`src/rtl/serial_adder.sv`:
```
// serial_adder: bit-serial WIDTH-bit adder, LSB first, one bit pair per clock.
//
// Each RUN cycle the low bits of the operand shift registers pass through a
// full adder built from two half-adder stages plus an OR. A carry flip-flop
// links successive bits. The result is published in parallel with a one-cycle
// done pulse.
//
// Ports:
//   clk      - system clock, rising edge
//   reset    - asynchronous, active-high reset
//   start    - request; accepted only in IDLE or DONE
//   a, b     - operands, captured on the accepting edge only
//   cin      - carry-in, captured on the accepting edge only
//   busy     - high while an addition is in progress
//   done     - single-cycle pulse, sum/cout valid
//   sum      - registered result, held until the next completion
//   cout     - registered carry-out of the last completed addition
//   overflow - (only with SERIAL_ADDER_OVF_EN) two's-complement signed overflow
//
// Optional feature macro: SERIAL_ADDER_OVF_EN adds the overflow output.

module serial_adder #(
    parameter int unsigned WIDTH = 8
) (
    input  logic             clk,
    input  logic             reset,
    input  logic             start,
    input  logic [WIDTH-1:0] a,
    input  logic [WIDTH-1:0] b,
    input  logic             cin,
    output logic             busy,
    output logic             done,
    output logic [WIDTH-1:0] sum,
    output logic             cout
`ifdef SERIAL_ADDER_OVF_EN
    ,
    output logic             overflow
`endif
);

    localparam int unsigned CntW = (WIDTH > 1) ? $clog2(WIDTH) : 1;
    localparam logic [CntW-1:0] LastBit = CntW'(WIDTH - 1);

    typedef enum logic [1:0] {
        StIdle,
        StRun,
        StDone
    } state_e;

    state_e           state_q, state_d;
    logic [WIDTH-1:0] a_sh_q, a_sh_d;
    logic [WIDTH-1:0] b_sh_q, b_sh_d;
    logic [WIDTH-1:0] acc_q, acc_d;
    logic [WIDTH-1:0] sum_q, sum_d;
    logic             carry_q, carry_d;
    logic             cout_q, cout_d;
    logic [CntW-1:0]  cnt_q, cnt_d;

    // Full-adder cell: two half adders and an OR.
    logic ha1_p, ha1_g, ha2_s, ha2_t, carry_nxt;

    assign ha1_p     = a_sh_q[0] ^ b_sh_q[0];
    assign ha1_g     = a_sh_q[0] & b_sh_q[0];
    assign ha2_s     = ha1_p ^ carry_q;
    assign ha2_t     = ha1_p & carry_q;
    assign carry_nxt = ha1_g | ha2_t;

`ifdef SERIAL_ADDER_OVF_EN
    logic ovf_q, ovf_d;
`endif

    always_comb begin
        state_d = state_q;
        a_sh_d  = a_sh_q;
        b_sh_d  = b_sh_q;
        acc_d   = acc_q;
        sum_d   = sum_q;
        carry_d = carry_q;
        cout_d  = cout_q;
        cnt_d   = cnt_q;
`ifdef SERIAL_ADDER_OVF_EN
        ovf_d   = ovf_q;
`endif

        unique case (state_q)
            StIdle, StDone: begin
                if (start) begin
                    a_sh_d  = a;
                    b_sh_d  = b;
                    acc_d   = '0;
                    carry_d = cin;
                    cnt_d   = '0;
                    state_d = StRun;
                end else begin
                    state_d = StIdle;
                end
            end
            StRun: begin
                a_sh_d  = a_sh_q >> 1;
                b_sh_d  = b_sh_q >> 1;
                acc_d   = {ha2_s, acc_q[WIDTH-1:1]};
                carry_d = carry_nxt;
                cnt_d   = cnt_q + 1'b1;
                if (cnt_q == LastBit) begin
                    sum_d   = {ha2_s, acc_q[WIDTH-1:1]};
                    cout_d  = carry_nxt;
                    cnt_d   = '0;
`ifdef SERIAL_ADDER_OVF_EN
                    // On the final bit carry_q is the carry into the MSB.
                    ovf_d   = carry_q ^ carry_nxt;
`endif
                    state_d = StDone;
                end
            end
            default: state_d = StIdle;
        endcase
    end

    always_ff @(posedge clk or posedge reset) begin
        if (reset) begin
            state_q <= StIdle;
            a_sh_q  <= '0;
            b_sh_q  <= '0;
            acc_q   <= '0;
            sum_q   <= '0;
            carry_q <= 1'b0;
            cout_q  <= 1'b0;
            cnt_q   <= '0;
        end else begin
            state_q <= state_d;
            a_sh_q  <= a_sh_d;
            b_sh_q  <= b_sh_d;
            acc_q   <= acc_d;
            sum_q   <= sum_d;
            carry_q <= carry_d;
            cout_q  <= cout_d;
            cnt_q   <= cnt_d;
        end
    end

`ifdef SERIAL_ADDER_OVF_EN
    always_ff @(posedge clk or posedge reset) begin
        if (reset) begin
            ovf_q <= 1'b0;
        end else begin
            ovf_q <= ovf_d;
        end
    end

    assign overflow = ovf_q;
`endif

    assign busy = (state_q == StRun);
    assign done = (state_q == StDone);
    assign sum  = sum_q;
    assign cout = cout_q;

endmodule

```
`config.mk`:
```
export PLATFORM = sky130hd
export DESIGN_NAME = serial_adder
export DESIGN_NICKNAME = d
export VERILOG_FILES = /design/src/rtl/serial_adder.sv
export SDC_FILE = /design/constraint.sdc
export NUM_CORES = 1
export LEC_CHECK = 0
export CORE_MARGIN = 4
export CORE_UTILIZATION = 35
export CTS_BUF_LIST = sky130_fd_sc_hd__clkbuf_8 sky130_fd_sc_hd__clkbuf_16
export DETAILED_ROUTE_END_ITERATION = 12
export PLACE_DENSITY = 0.68
export SLEW_MARGIN = 20
export SYNTH_ARGS = -nofsm -noshare
export SYNTH_HDL_FRONTEND = slang
export SYNTH_SLANG_ARGS = --single-unit
```
`constraint.sdc`:
```
create_clock -name clk -period 3 [get_ports clk]
set_clock_uncertainty 0.1 [all_clocks]
set_input_delay 0.45 -clock clk [delete_from_list [all_inputs] [get_ports clk]]
set_output_delay 0.45 -clock clk [all_outputs]
set_load 0.02 [all_outputs]
```
; ---- Word-level counts from Yosys, hierarchy flattened
; Index checks and enable logic that the tools add are counted.
[op_classes]
addsub = 1
n_mul = 0
div = 0
n_lt_le_gt_ge = 0
n_eq_ne = 5
n_shift = 0
muxes = 14
n_bitwise = 5
n_reduce_logical = 5
[op_table]
columns = op, count
row1 = $pmux 8 s2, 3
row2 = $mux 8, 3
row3 = $mux 3, 2
row4 = $pmux 3 s2, 1
row5 = $pmux 2 s2, 1
row6 = $reduce_and 2->1, 2
row7 = $add 3x1->3 const B, 1
row8 = $eq 3x3->1 const B, 1
row9 = $and 1x1->1, 2
row10 = $eq 2x1->1 const B, 1
row11 = $eq 2x2->1 const B, 1
row12 = $logic_not 2->1, 1
row13 = $mux 1, 2
row14 = $mux 2, 1
row15 = $ne 2x1->1 const B, 1
row16 = $ne 2x2->1 const B, 1
row17 = $pmux 1 s2, 1
row18 = $reduce_bool 2->1, 1
row19 = $reduce_or 2->1, 1
row20 = $xor 1x1->1, 2
row21 = $or 1x1->1, 1
[word_totals]
ff_bits = 39
latch_bits = 0
ramBits = 0
romBits = 0
in_bits = 20
out_inout_bits = 11
elab_cells = 38
mem_count = 0

; ---- Longest topological paths before layout
[logic_depth]
ltp_word = 4
depth_mapped = 6
mapped_depth_nobuf = 5

; ---- Least setup slack after synthesis
; Ideal clock, no wire load.
[synth_timing]
kind = register to output
startpoint = reg state_q[1]
endpoint = out busy
t_arrival_ns = 0.947
required_ns = 2.450
path_slack_ns = 1.503
stages_incl_launch_ff = 5
path_cell_list = dfrtp_1 buf_6 nand2b_4 clkinv_4 buf_4
[synth_via]
elab_chain_len = 1
[synth_lines]
columns = element, line_no
row1 = "start, declared", 50  ; state_e state_q, state_d;
row2 = "start signal, assigned", 121  ; state_q <= StIdle;
row3 = "start signal, assigned", 130  ; state_q <= state_d;
row4 = $eq 2x1->1, 153  ; assign busy = (state_q == StRun);
row5 = "end, declared", 31  ; output logic busy,
; No other way between the ends.

; ---- Worst setup path in the final report
[layout_timing]
startpoint = reg state_q[0]
endpoint = out busy
; Same word-level chain as after synthesis.

==> metrics <==
all-layer global routing usage=0.1175; top cells by area, synth=dfrtp_1 (55%), mux2_4 (7.8%), a22o_1 (6.1%); CP Capture Type=output port; clk sink count=38; syn_nets=156; Filler Cell Count=444; Final Cycle Share=0.8515; die height=78.26 um; gpl congestion=0.7749; reg-to-reg critical path endpoint=sum[3]; final wirelength=3268 um; syn_area_per_cell=12.99 um^2; leading cell types by count after synthesis=dfrtp_1 (38), nor2_1 (14), a22o_1 (12), o22ai_1 (12); CTS root buffer=clkbuf_8; die width=78.26 um; Max Fanout on Critical Path=22; Post-Synth Adder-Cell Area=0.02607; Synth Flop Type=dfrtp_1; CTS tree=yes; postcts setup bufs=0; vias=1157; sequential-to-total area share from yosys stat=0.5503; hold_buf cts=0; Yosys warning count=0; Startpoint Class=flop; WL/cell=14.09 um; reg2reg start=state_q[1]; most numerous cell in the Yosys netlist=dfrtp_1; Post-Synth XOR/XNOR Area=0; Synth top area share=0.5503; Worst Path Required=2.45 ns; DP HPWL=2299 um; kind of critical path=flop to output port; Area Overhead vs Synth=25.78%; Mapped Cells=133; via/cell ratio=4.987; hold path start=a_sh_q[2]; hold slack=0.4094 ns; R2R Setup Slk=1.20 ns; largest family of logic cells by synthesized area=simple AND/OR/NAND/NOR gates; status=complete, no violations; CTS max path bufs=2; CP arrival=2.00 ns; Diodes inserted=0; DRC Markers=0; Worst Reg-to-Reg Cells=4; antenna violations before repair=0; # nets final=187; worst hold path type=flop to flop; PnR Total Power=2.283 mW; PostCTS Resize Cnt=0; mux share of post-synthesis cell area=0.1021; H-tree Lvls=2; Clock transition at path regs=0.07 ns; relative slew slack=0.6819; antenna-violating nets left=0; maxcap violations=0; post-synthesis simple-gate area fraction=0.1419; DIE AREA=6125 um^2; Starting Density=0.3634; I/O pins=31; largest net degree at the start of global routing=39; Post-synth EDFFs=0; synthesized cell area=1728 um^2; fin. max-slew vios=0; Initial DRC Count=61; first-pass GRT wire length=5568 um; total grt overflow=0; cts bufs inserted=5; Placed Area=2063 um^2; Yosys cell types=25; fmax=391.5 MHz; core area=4755 um^2; fin crit period=2.555 ns; PortBufs=30; RSZ-0062 raised after global routing=false; Cells on Worst Hold Path=2; Slew @ Worst Pin=0.4772 ns; Final Setup Violations=0; largest area contributor in the netlist=dfrtp_1; asr flop ratio synth=1.000; num rows=25; peak supply drop=0.0004739 V; endpoints failing hold=0; Compound-Gate Fraction of Synth Area=0.1332; setup TNS=0 ns; share of the core filled with cells=0.4571; post-route cell area=2173 um^2; vias in the first global route=1213; clock latency on the worst-skew pair=0.29 ns; P_leak=0.9469 nW; layout cell share with drive strength beyond 1=0.2000; P per Cell Area=1051 nW/um^2; Yosys reg bits=38; Worst Hold End=a_sh_q[2]; DR pass1 iterations=4
## final cells by class
class                   count  area (um^2)  share of cell area
repair buffers             32        315.3              0.1451
well taps                  67        83.83             0.03857
flip-flops and latches     38        950.9              0.4375
inverters                   3        16.27            0.007484
multi-input cells          84        696.9              0.3207
clock buffers               8        110.1             0.05066
## layout by cell type (no fill, tap or decap), types with 2 or more instances in the layout
cell and count:
mux2i_1 3, nor3_1 4, dfrtp_1 38, nor3_2 9
buf_4 2, a211oi_1 3, mux2_4 9, ha_1 2
nor2_1 14, inv_1 2, a22o_1 12, a21oi_1 3
nor2b_1 5, clkbuf_8 8, clkdlybuf4s50_1 30, o22ai_1 12
## layer usage
| layer | vias up | part of all wire | global-route usage |
|---|---|---|---|
| met3 | 14 | 0.067 | 0.04014 |
| met2 | 43 | 0.46 | 0.1712 |
| met4 | 0 | 0.031 | 0.07517 |
| met5 | - | 0 | 0 |
| met1 | 552 | 0.44 | 0.1481 |
| li1 | 548 | - | - |
## critical path, cell delays in order (launching register included)
cell	delay, ns
dfrtp_1	0.60
nand2b_4	0.21
clkinv_4	0.24
clkdlybuf4s50_1	0.65
## registers in the layout, summed over array words and instances, names as in the netlist
name / count
sum: 8
cnt_q: 3
carry_q: 1
acc_q: 7
b_sh_q: 8
state_q: 2
cout: 1
a_sh_q: 8
## cells by family (layout without fill, tap and decap cells)
family / Yosys count / in the layout
and+or+nand+nor: 36 / 36
DFF: 38 / 38
adders and majority gates: 3 / 3
muxes: 13 / 13
AOI/OAI and AO/OA: 32 / 32
buffers and inverters: 11 / 43
## report_power, final
| group | switching (mW) | internal (mW) | leakage (nW) | total, mW |
|---|---|---|---|---|
| Clock | 0.168 | 0.232 | 0.0575 | 0.399 |
| Sequential | 0.187 | 0.751 | 0.468 | 0.937 |
| Combinational | 0.461 | 0.486 | 0.421 | 0.947 |
| Total | 0.815 | 1.47 | 0.947 | 2.28 |
## through the flow
| stage | worst slack [ns] | std cells |
|---|---|---|
| 6_report | 0.4454 | 232 |
| 5_1_grt | 0.3298 | 232 |
| 4_1_cts | 0.4358 | 232 |
| 3_5_place_dp | 0.7602 | 224 |
| 3_3_place_gp | 0.8136 | 224 |
| 2_1_floorplan | 1.503 | 133 |
## how the worst max path moves through the flow
stage	slack (ns)	to	from
final	0.45	busy	state_q[0]
after global routing	0.33	busy	state_q[0]
after floorplan	1.50	busy	state_q[1]
after global placement	0.81	busy	state_q[0]
after CTS	0.44	busy	state_q[0]
after detailed placement	0.76	busy	state_q[0]
Note: power is estimated with default switching activity, not from simulation.
